**src/rtl/adder_chunk_seq.sv**
```systemverilog
// adder_chunk_seq: multi-cycle wide adder built on one external CHUNK-bit adder.
// Operands are latched on accept, fed to the external adder one slice per cycle
// (least-significant first) with the inter-slice carry held in a register, and
// the registered result is returned over a valid/ready handshake.
//
// Optional build macro ADDSEQ_PIPE_ACCEPT_EN: when defined, a new operation may
// be accepted in the same cycle the previous result is consumed, skipping IDLE.
module adder_chunk_seq #(
  parameter int unsigned WIDTH = 64,
  parameter int unsigned CHUNK = 16
) (
  input  logic             clk,
  input  logic             rst_n,
  // Request side
  input  logic             in_valid,
  output logic             in_ready,
  input  logic [WIDTH-1:0] a,
  input  logic [WIDTH-1:0] b,
  input  logic             cin,
  // Result side
  output logic             out_valid,
  input  logic             out_ready,
  output logic [WIDTH-1:0] sum,
  output logic             cout,
  output logic             busy,
  // External slice adder
  output logic [CHUNK-1:0] add_a,
  output logic [CHUNK-1:0] add_b,
  output logic             add_cin,
  input  logic [CHUNK-1:0] add_sum,
  input  logic             add_cout
);

  localparam int unsigned NCH  = (CHUNK == 0) ? 1 : WIDTH / CHUNK;
  localparam int unsigned IdxW = (NCH > 1) ? $clog2(NCH) : 1;

  // Reject parameter sets that cannot be sliced evenly.
  if (CHUNK < 1 || CHUNK > WIDTH || (WIDTH % CHUNK) != 0) begin : g_param_check
    $error("adder_chunk_seq: WIDTH must be a nonzero multiple of CHUNK");
  end

  typedef enum logic [1:0] {
    StIdle,
    StRun,
    StDone
  } state_e;

  state_e            state_q, state_d;
  logic [IdxW-1:0]   idx_q, idx_d;
  logic              carry_q, carry_d;
  logic [WIDTH-1:0]  a_q, a_d;
  logic [WIDTH-1:0]  b_q, b_d;
  logic [WIDTH-1:0]  sum_q, sum_d;
  logic              cout_q, cout_d;

  logic              accept;
  logic              last_slice;
  logic [31:0]       base;

  // Bit offset of the slice currently being processed.
  assign base       = 32'(idx_q) * CHUNK;
  assign last_slice = (idx_q == IdxW'(NCH - 1));

  // Handshake and status outputs.
  always_comb begin
`ifdef ADDSEQ_PIPE_ACCEPT_EN
    in_ready = (state_q == StIdle) || ((state_q == StDone) && out_ready);
`else
    in_ready = (state_q == StIdle);
`endif
    out_valid = (state_q == StDone);
    busy      = (state_q == StRun);
    accept    = in_valid && in_ready;
  end

  // Slice feed to the external adder; quiet (all zero) outside RUN.
  always_comb begin
    add_a   = '0;
    add_b   = '0;
    add_cin = 1'b0;
    if (state_q == StRun) begin
      add_a   = a_q[base +: CHUNK];
      add_b   = b_q[base +: CHUNK];
      add_cin = carry_q;
    end
  end

  // Next-state logic for the sequencer and its datapath registers.
  always_comb begin
    state_d = state_q;
    idx_d   = idx_q;
    carry_d = carry_q;
    a_d     = a_q;
    b_d     = b_q;
    sum_d   = sum_q;
    cout_d  = cout_q;

    unique case (state_q)
      StIdle: begin
        if (accept) begin
          a_d     = a;
          b_d     = b;
          carry_d = cin;
          idx_d   = '0;
          state_d = StRun;
        end
      end

      StRun: begin
        sum_d[base +: CHUNK] = add_sum;
        carry_d              = add_cout;
        if (last_slice) begin
          cout_d  = add_cout;
          idx_d   = '0;
          state_d = StDone;
        end else begin
          idx_d = idx_q + 1'b1;
        end
      end

      StDone: begin
        // Result stays frozen until the consumer takes it.
        if (out_ready) begin
          if (accept) begin
            // Only reachable with pipelined accept; old result is overwritten
            // slice by slice from the next cycle on.
            a_d     = a;
            b_d     = b;
            carry_d = cin;
            idx_d   = '0;
            state_d = StRun;
          end else begin
            state_d = StIdle;
          end
        end
      end

      default: begin
        state_d = StIdle;
      end
    endcase
  end

  // State and datapath registers; reset aborts any operation in flight.
  always_ff @(posedge clk or negedge rst_n) begin
    if (!rst_n) begin
      state_q <= StIdle;
      idx_q   <= '0;
      carry_q <= 1'b0;
      a_q     <= '0;
      b_q     <= '0;
      sum_q   <= '0;
      cout_q  <= 1'b0;
    end else begin
      state_q <= state_d;
      idx_q   <= idx_d;
      carry_q <= carry_d;
      a_q     <= a_d;
      b_q     <= b_d;
      sum_q   <= sum_d;
      cout_q  <= cout_d;
    end
  end

  assign sum  = sum_q;
  assign cout = cout_q;

endmodule

```
**config.mk**
```make
export PLATFORM = sky130hd
export DESIGN_NAME = adder_chunk_seq
export DESIGN_NICKNAME = d
export VERILOG_FILES = /design/src/rtl/adder_chunk_seq.sv
export SDC_FILE = /design/constraint.sdc
export NUM_CORES = 1
export LEC_CHECK = 0
export CAP_MARGIN = 20
export CORE_MARGIN = 10
export CORE_UTILIZATION = 40
export CTS_CLUSTER_DIAMETER = 80
export DETAILED_ROUTE_END_ITERATION = 10
export PLACE_DENSITY = 0.74
export SYNTH_ARGS = -nofsm -noshare
export SYNTH_HDL_FRONTEND = slang
export SYNTH_SLANG_ARGS = --single-unit
```
**constraint.sdc**
```tcl
create_clock -name clk -period 6.75 [get_ports clk]
set_input_delay 1.35 -clock clk [delete_from_list [all_inputs] [get_ports clk]]
set_output_delay 1.35 -clock clk [all_outputs]
set_load 0.02 [all_outputs]
```
==> results.md, run 1 <==
- Status: complete, no violations
- PnR worst setup slack: 2.484 ns
- Number of routed nets with antenna violations: 0
- Vias post-DR: 6129
- Gr ovfl total: 0
- Clk_lat worst skew: 0.44 ns
- Post-DP HPWL: 17660 um
- Post-synthesis cell area: 9175 sq um
- Maximum root-to-sink buffer count: 2
- Fin. max-slew vios: 0
- Remaining DRCs: 0
- Max-slew headroom: 29.25%
- Final setup violation count: 0
- Die width: ~170 um
- Largest net degree at the start of global routing: 81
- Commonest cells after routing, fill and taps aside: clkdlybuf4s50_1 (249), dfrtp_1 (197), nand2_1 (134)
- CTS tree: built
- Dpl ws: 2.920 ns
- Worst Hold Class: reg -> reg
- Io pins: 251
- Critical Path RT: 5.40 ns
- Initial DRC count: 472
- Leakage power: 5.211 nW
- Initial antenna violation count: 0
- WL final: around 24000 um
- Die Area: 29400 sq um
- Startpoint Class: flip-flop
- Worst Path Max Fanout: 40
- Vias in the first global route: 6500
- Post-synth EDFFs: 0
- Clock Sinks: between 150 and 200
- Final #Nets: 1089
- CTS Hold Bufs: 0
- DR WL/cell: between 15 and 20 um
- Setup TNS: 0 ns
- Worst-Margin Slew: approximately 1.1 ns
- Max cap viols: 0
- Post-CTS Setup Inserts: 0
- Syn Nets: roughly 860
- Post-Syn Area per Cell: 13.09 sq um
- Global placer's final weighted congestion: 0.8242
- Setup CP Type: reg -> out
- GRT Total Usage: between 10% and 20%
- TritonCTS buffer count: 17
- Sequential cell area fraction in the yosys report: between 50% and 60%
- Skew final: 0.01190 ns
- Mapped Cells: 701
- Die Height: 171.5 um
- I/O Buffers: 250
- # rows: 55
- Share of layout cells above drive strength 1: between 10% and 20%
- VDD IR max: 249.8 uV
- Crit path DAT: approximately 2.9 ns
- PostCTS Resize Cnt: 0
- Fillers: 1914
- Core area: 22570 sq um
- First-pass GRT wire length: 37330 um
- Detailed Routing Iterations Pass 1: 4
- Clk slew on worst S/H paths: 0.07 ns
- Layout area overhead: 34.16%
- Drt via density: a little under 5
- Period utilization: 63.20%
- Initial Util: 40.65%
- Commonest non-fill, non-tap cell in the layout: clkdlybuf4s50_1
- Area of the multi-input gates: 3771 sq um
- RSZ-0062 raised after global routing: false
- Fin. Hold Viols: 0
- H-tree Lvls: 4
- CP Capture Type: output port
- Synth Warn #: 0
- CTS Root Cell: clkbuf_16
- Top FF cell, synth: dfrtp_1
- Storage cell area: 4959 sq um
- Max Clock Freq: 0.2344 GHz
- Yosys reg bits: 198
- Yosys cell types: 30
- Pwr/cell area: 491.8 nW/um^2
- Period minus WS final: about 4.3 ns
- Fraction of registers with async set or reset after synthesis: 100.0%
## registers in the layout (all words and copies together), names as in the netlist
register,flops
sum,64
b_q,64
cout,1
a_q,64
state_q,2
idx_q,2
carry_q,1
## per-layer routing
metal	vias up	global-route usage [%]	share of wire [%]
li1	2897	-	-
met1	2993	19.77	43
met2	218	25.54	45
met3	21	8.091	11
met4	0	4.726	1.5
met5	-	0	0
## worst paths after layout
check	from	to	slack [ns]	cells after the start
min in group asynchronous	rst_n	sum[48]	0.95	1
hold reg to reg	sum[32]	sum[32]	0.48	2
setup / recovery	idx_q[1]	add_b[9]	2.48	4
setup reg to reg	idx_q[1]	sum[61]	4.12	5
hold / removal	sum[32]	sum[32]	0.48	2
max in group asynchronous	rst_n	b_q[12]	4.48	2
## final cells by class
type                            instances  area share, %
Antenna cell                            1        0.02033
Clock buffer                           18          3.486
Clock inverter                         14          1.342
Inverter                                4         0.1220
Multi-Input combinational cell        451          30.64
Sequential cell                       198          40.28
Tap cell                              285          2.897
Timing Repair Buffer                  261          21.21
## cells in the mapped netlist (2+ instances only)
library cell | n | share of area (%)
clkbuf_1 | 13 | 0.53
buf_12 | 11 | 2.4
inv_1 | 3 | 0.12
mux2_2 | 29 | 3.6
o21ai_0 | 43 | 2.3
buf_2 | 12 | 0.65
dfrtp_1 | 198 | 54
o22ai_1 | 32 | 2.2
buf_4 | 8 | 0.65
nand2b_1 | 2 | 0.14
mux2_4 | 100 | 16
o21ai_1 | 24 | 1.3
nand3b_1 | 4 | 0.33
nor4b_4 | 2 | 0.52
mux2i_1 | 64 | 7.0
buf_6 | 4 | 0.49
ha_1 | 6 | 0.82
nand2_1 | 134 | 5.5
## report_power, final
part	switching, mW	internal, mW
clock	0.502	0.529
combinational	1.36	1.55
sequential	0.385	1.73
## through the flow
step	cell area, sq um	instances	hold slack [ns]	power, mW	util (%)
floorplan	9175	701	0.4686	4.039	-
global route	12310	1231	0.5117	6.417	54.52
CTS	12260	1228	0.4854	6.082	54.32
finish	12310	1232	0.4831	6.054	54.53
global placement	11670	1196	0.4601	4.972	51.69
detailed placement	11670	1196	0.4692	5.032	51.69
## cells by family after synthesis
group                      count (synthesis)  synth area share (%)
AOI/OAI and AO/OA                        103                 6.137
adders and majority gates                  6                0.8182
buffers and inverters                     52                 4.896
DFF                                      198                 54.00
muxes                                    193                 26.91
and+or+nand+nor                          149                 7.241
## critical path, cell delays in order, from the launching register on
cell,delay (ns)
dfrtp_4,0.75
buf_4,0.65
mux2i_1,0.19
o22ai_1,0.22
clkdlybuf4s50_1,0.67
(Power assumes the default switching activity.)
==> run 2: changes to the inputs <==
--- a/config.mk
+++ b/config.mk
@@ -10,7 +10,7 @@
 export CORE_UTILIZATION = 40
 export CTS_CLUSTER_DIAMETER = 80
 export DETAILED_ROUTE_END_ITERATION = 10
-export PLACE_DENSITY = 0.74
+export PLACE_DENSITY = 0.77
 export SYNTH_ARGS = -nofsm -noshare
 export SYNTH_HDL_FRONTEND = slang
 export SYNTH_SLANG_ARGS = --single-unit
==> constraint.sdc (replaced) <==
create_clock -name clk -period 3.9 [get_ports clk]
set_input_delay 0.78 -clock clk [delete_from_list [all_inputs] [get_ports clk]]
set_output_delay 0.78 -clock clk [all_outputs]
set_load 0.02 [all_outputs]
==> results.md, run 2 (synthesis results as in run 1) <==
- Worst Path Max Fanout: 32 (-20%)
- CTS Root Cell: clkbuf_16
- Vias post-DR: 6129 (unchanged)
- Period minus WS final: 3.405 ns
- Leakage power: 5.261 nW (+0.95%)
- # rows: 55 (unchanged)
- RSZ-0062 raised after global routing: false
- Final Util: 54.85% (+0.32 points)
- Final setup violation count: 0 (unchanged)
- First-pass GRT wire length: 36970 um (-0.96%)
- CTS tree: built
- Cell area after layout: 12380 sq um (+0.58%)
- Vias in the first global route: 6501 (+0.015%)
- Clk slew on worst S/H paths: 0.08 ns (about the same)
- Share of layout cells above drive strength 1: 19.54% (+0.51 points)
- Max Clock Freq: 0.2937 GHz
- Initial DRC count: 443 (-6.1%)
- Post-DP HPWL: 17690 um (+0.20%)
- Maximum root-to-sink buffer count: 2 (unchanged)
- Setup CP Type: reg -> out
- Drt via density: 4.955 (-0.40%)
- Critical Path RT: 3.12 ns (-2.28 ns)
- Post-CTS Setup Inserts: 0 (unchanged)
- Clock Sinks: 198 (unchanged)
- Initial Util: 40.65% (unchanged)
- Hold slack: 0.3867 ns (-0.09636 ns)
- Die Area: 29400 sq um (unchanged)
- Clk_lat worst skew: 0.42 ns (-0.02 ns)
- Number of routed nets with antenna violations: 0 (unchanged)
- Setup TNS: 0 ns (unchanged)
- Commonest cells after routing, fill and taps aside: clkdlybuf4s50_1 (249), dfrtp_1 (197), nand2_1 (134)
- Detailed Routing Iterations Pass 1: 4 (unchanged)
- PnR worst setup slack: 0.4949 ns (-1.989 ns)
- Non-Filler Instances: 1237 (+0.41%)
- Worst Hold Class: in -> async
- GRT Total Usage: 16.09% (-0.37 points)
- Worst-Margin Slew: 0.9454 ns (-0.1127 ns)
- Final #Nets: 1095 (+0.55%)
- TritonCTS buffer count: 17 (unchanged)
- Pwr/cell area: 849.0 nW/um^2 (+73%)
- PostCTS Resize Cnt: 0 (unchanged)
- CTS Hold Bufs: 0 (unchanged)
- Die Height: 171.5 um (unchanged)
- Skew final: 0.01133 ns (-0.0005726 ns)
- Commonest non-fill, non-tap cell in the layout: clkdlybuf4s50_1
- Placed Cells incl. Taps: 1204 (+0.67%)
- Gr ovfl total: 0 (unchanged)
- Period utilization: 87.31%
- Diode count: 0 (-1)
- WL final: 24010 um (-1.1%)
- Remaining DRCs: 0 (unchanged)
- I/O Buffers: 250 (unchanged)
- Io pins: 251 (unchanged)
- Core area: 22570 sq um (unchanged)
- Crit path DAT: 2.63 ns (-0.29 ns)
- Status: complete, no violations
- Fillers: 1890 (-1.3%)
- Layout area overhead: 34.94%
- Post-Place Cell Area: 11750 sq um (+0.73%)
- Dpl ws: 0.9506 ns (-1.969 ns)
- Die width: 171.5 um (unchanged)
- H-tree Lvls: 4 (unchanged)
- VDD IR max: 466.6 uV (+87%)
- Max-slew headroom: 36.71% (+7.5 points)
- Global placer's final weighted congestion: 0.7896 (-4.2%)
- Fin. max-slew vios: 0 (unchanged)
- Fin. Hold Viols: 0 (unchanged)
- Power Total: 10.51 mW (+74%)
- Startpoint Class: flip-flop
- Initial antenna violation count: 0 (unchanged)
- CP Capture Type: output port
- Max cap viols: 0 (unchanged)
- Largest net degree at the start of global routing: 76 (-6.2%)
- DR WL/cell: 19.41 um (-1.5%)
-- run 2: routing by layer --
| metal | GRT usage (%) | vias to the layer above | wire length (um) |
|---|---|---|---|
| met5 | 0 | - | 0 |
| met4 | 5.822 | 0 | 560 |
| met3 | 6.143 | 34 | 2294 |
| met2 | 25.43 | 230 | 11020 |
| met1 | 19.58 | 2957 | 10140 |
| li1 | - | 2908 | - |
-- run 2: where the power goes --
group          switching (mW)  leakage [nW]  total, mW  internal (mW)
clock                   0.883         0.299       1.81          0.932
combinational            2.34          2.51       5.04           2.70
sequential              0.662          2.45       3.65           2.99
total                    3.88          5.26       10.5           6.63
-- run 2: path summary, 6_finish.rpt --
path,from,to,slack (ns),depth (start not counted)
max reg2reg,idx_q[1],sum[60],1.00,6
min,rst_n,sum[28],0.39,1
min in group clk,sum[21],sum[21],0.48,2
max in group asynchronous,rst_n,a_q[25],2.67,2
max,state_q[1],add_b[4],0.49,6
min reg2reg,sum[21],sum[21],0.48,2
-- run 2: critical path, stage by stage (launching register included) --
cell and delay, ns:
dfrtp_1 0.51, nand2b_1 0.24, inv_2 0.14, nand2_1 0.07
buf_4 0.28, o22ai_1 0.29, clkdlybuf4s50_1 0.66
-- run 2: layout make-up --
| cell class | instances | area, sq um | share of cell area [%] |
|---|---|---|---|
| sequential | 198 | 4959 | 40.05 |
| multi-input combinational | 451 | 3771 | 30.46 |
| timing repair buffer | 267 | 2666 | 21.54 |
| clock buffer | 18 | 429.2 | 3.466 |
| tap | 285 | 356.6 | 2.880 |
| clock inverter | 14 | 183.9 | 1.486 |
| inverter | 4 | 15.01 | 0.1213 |
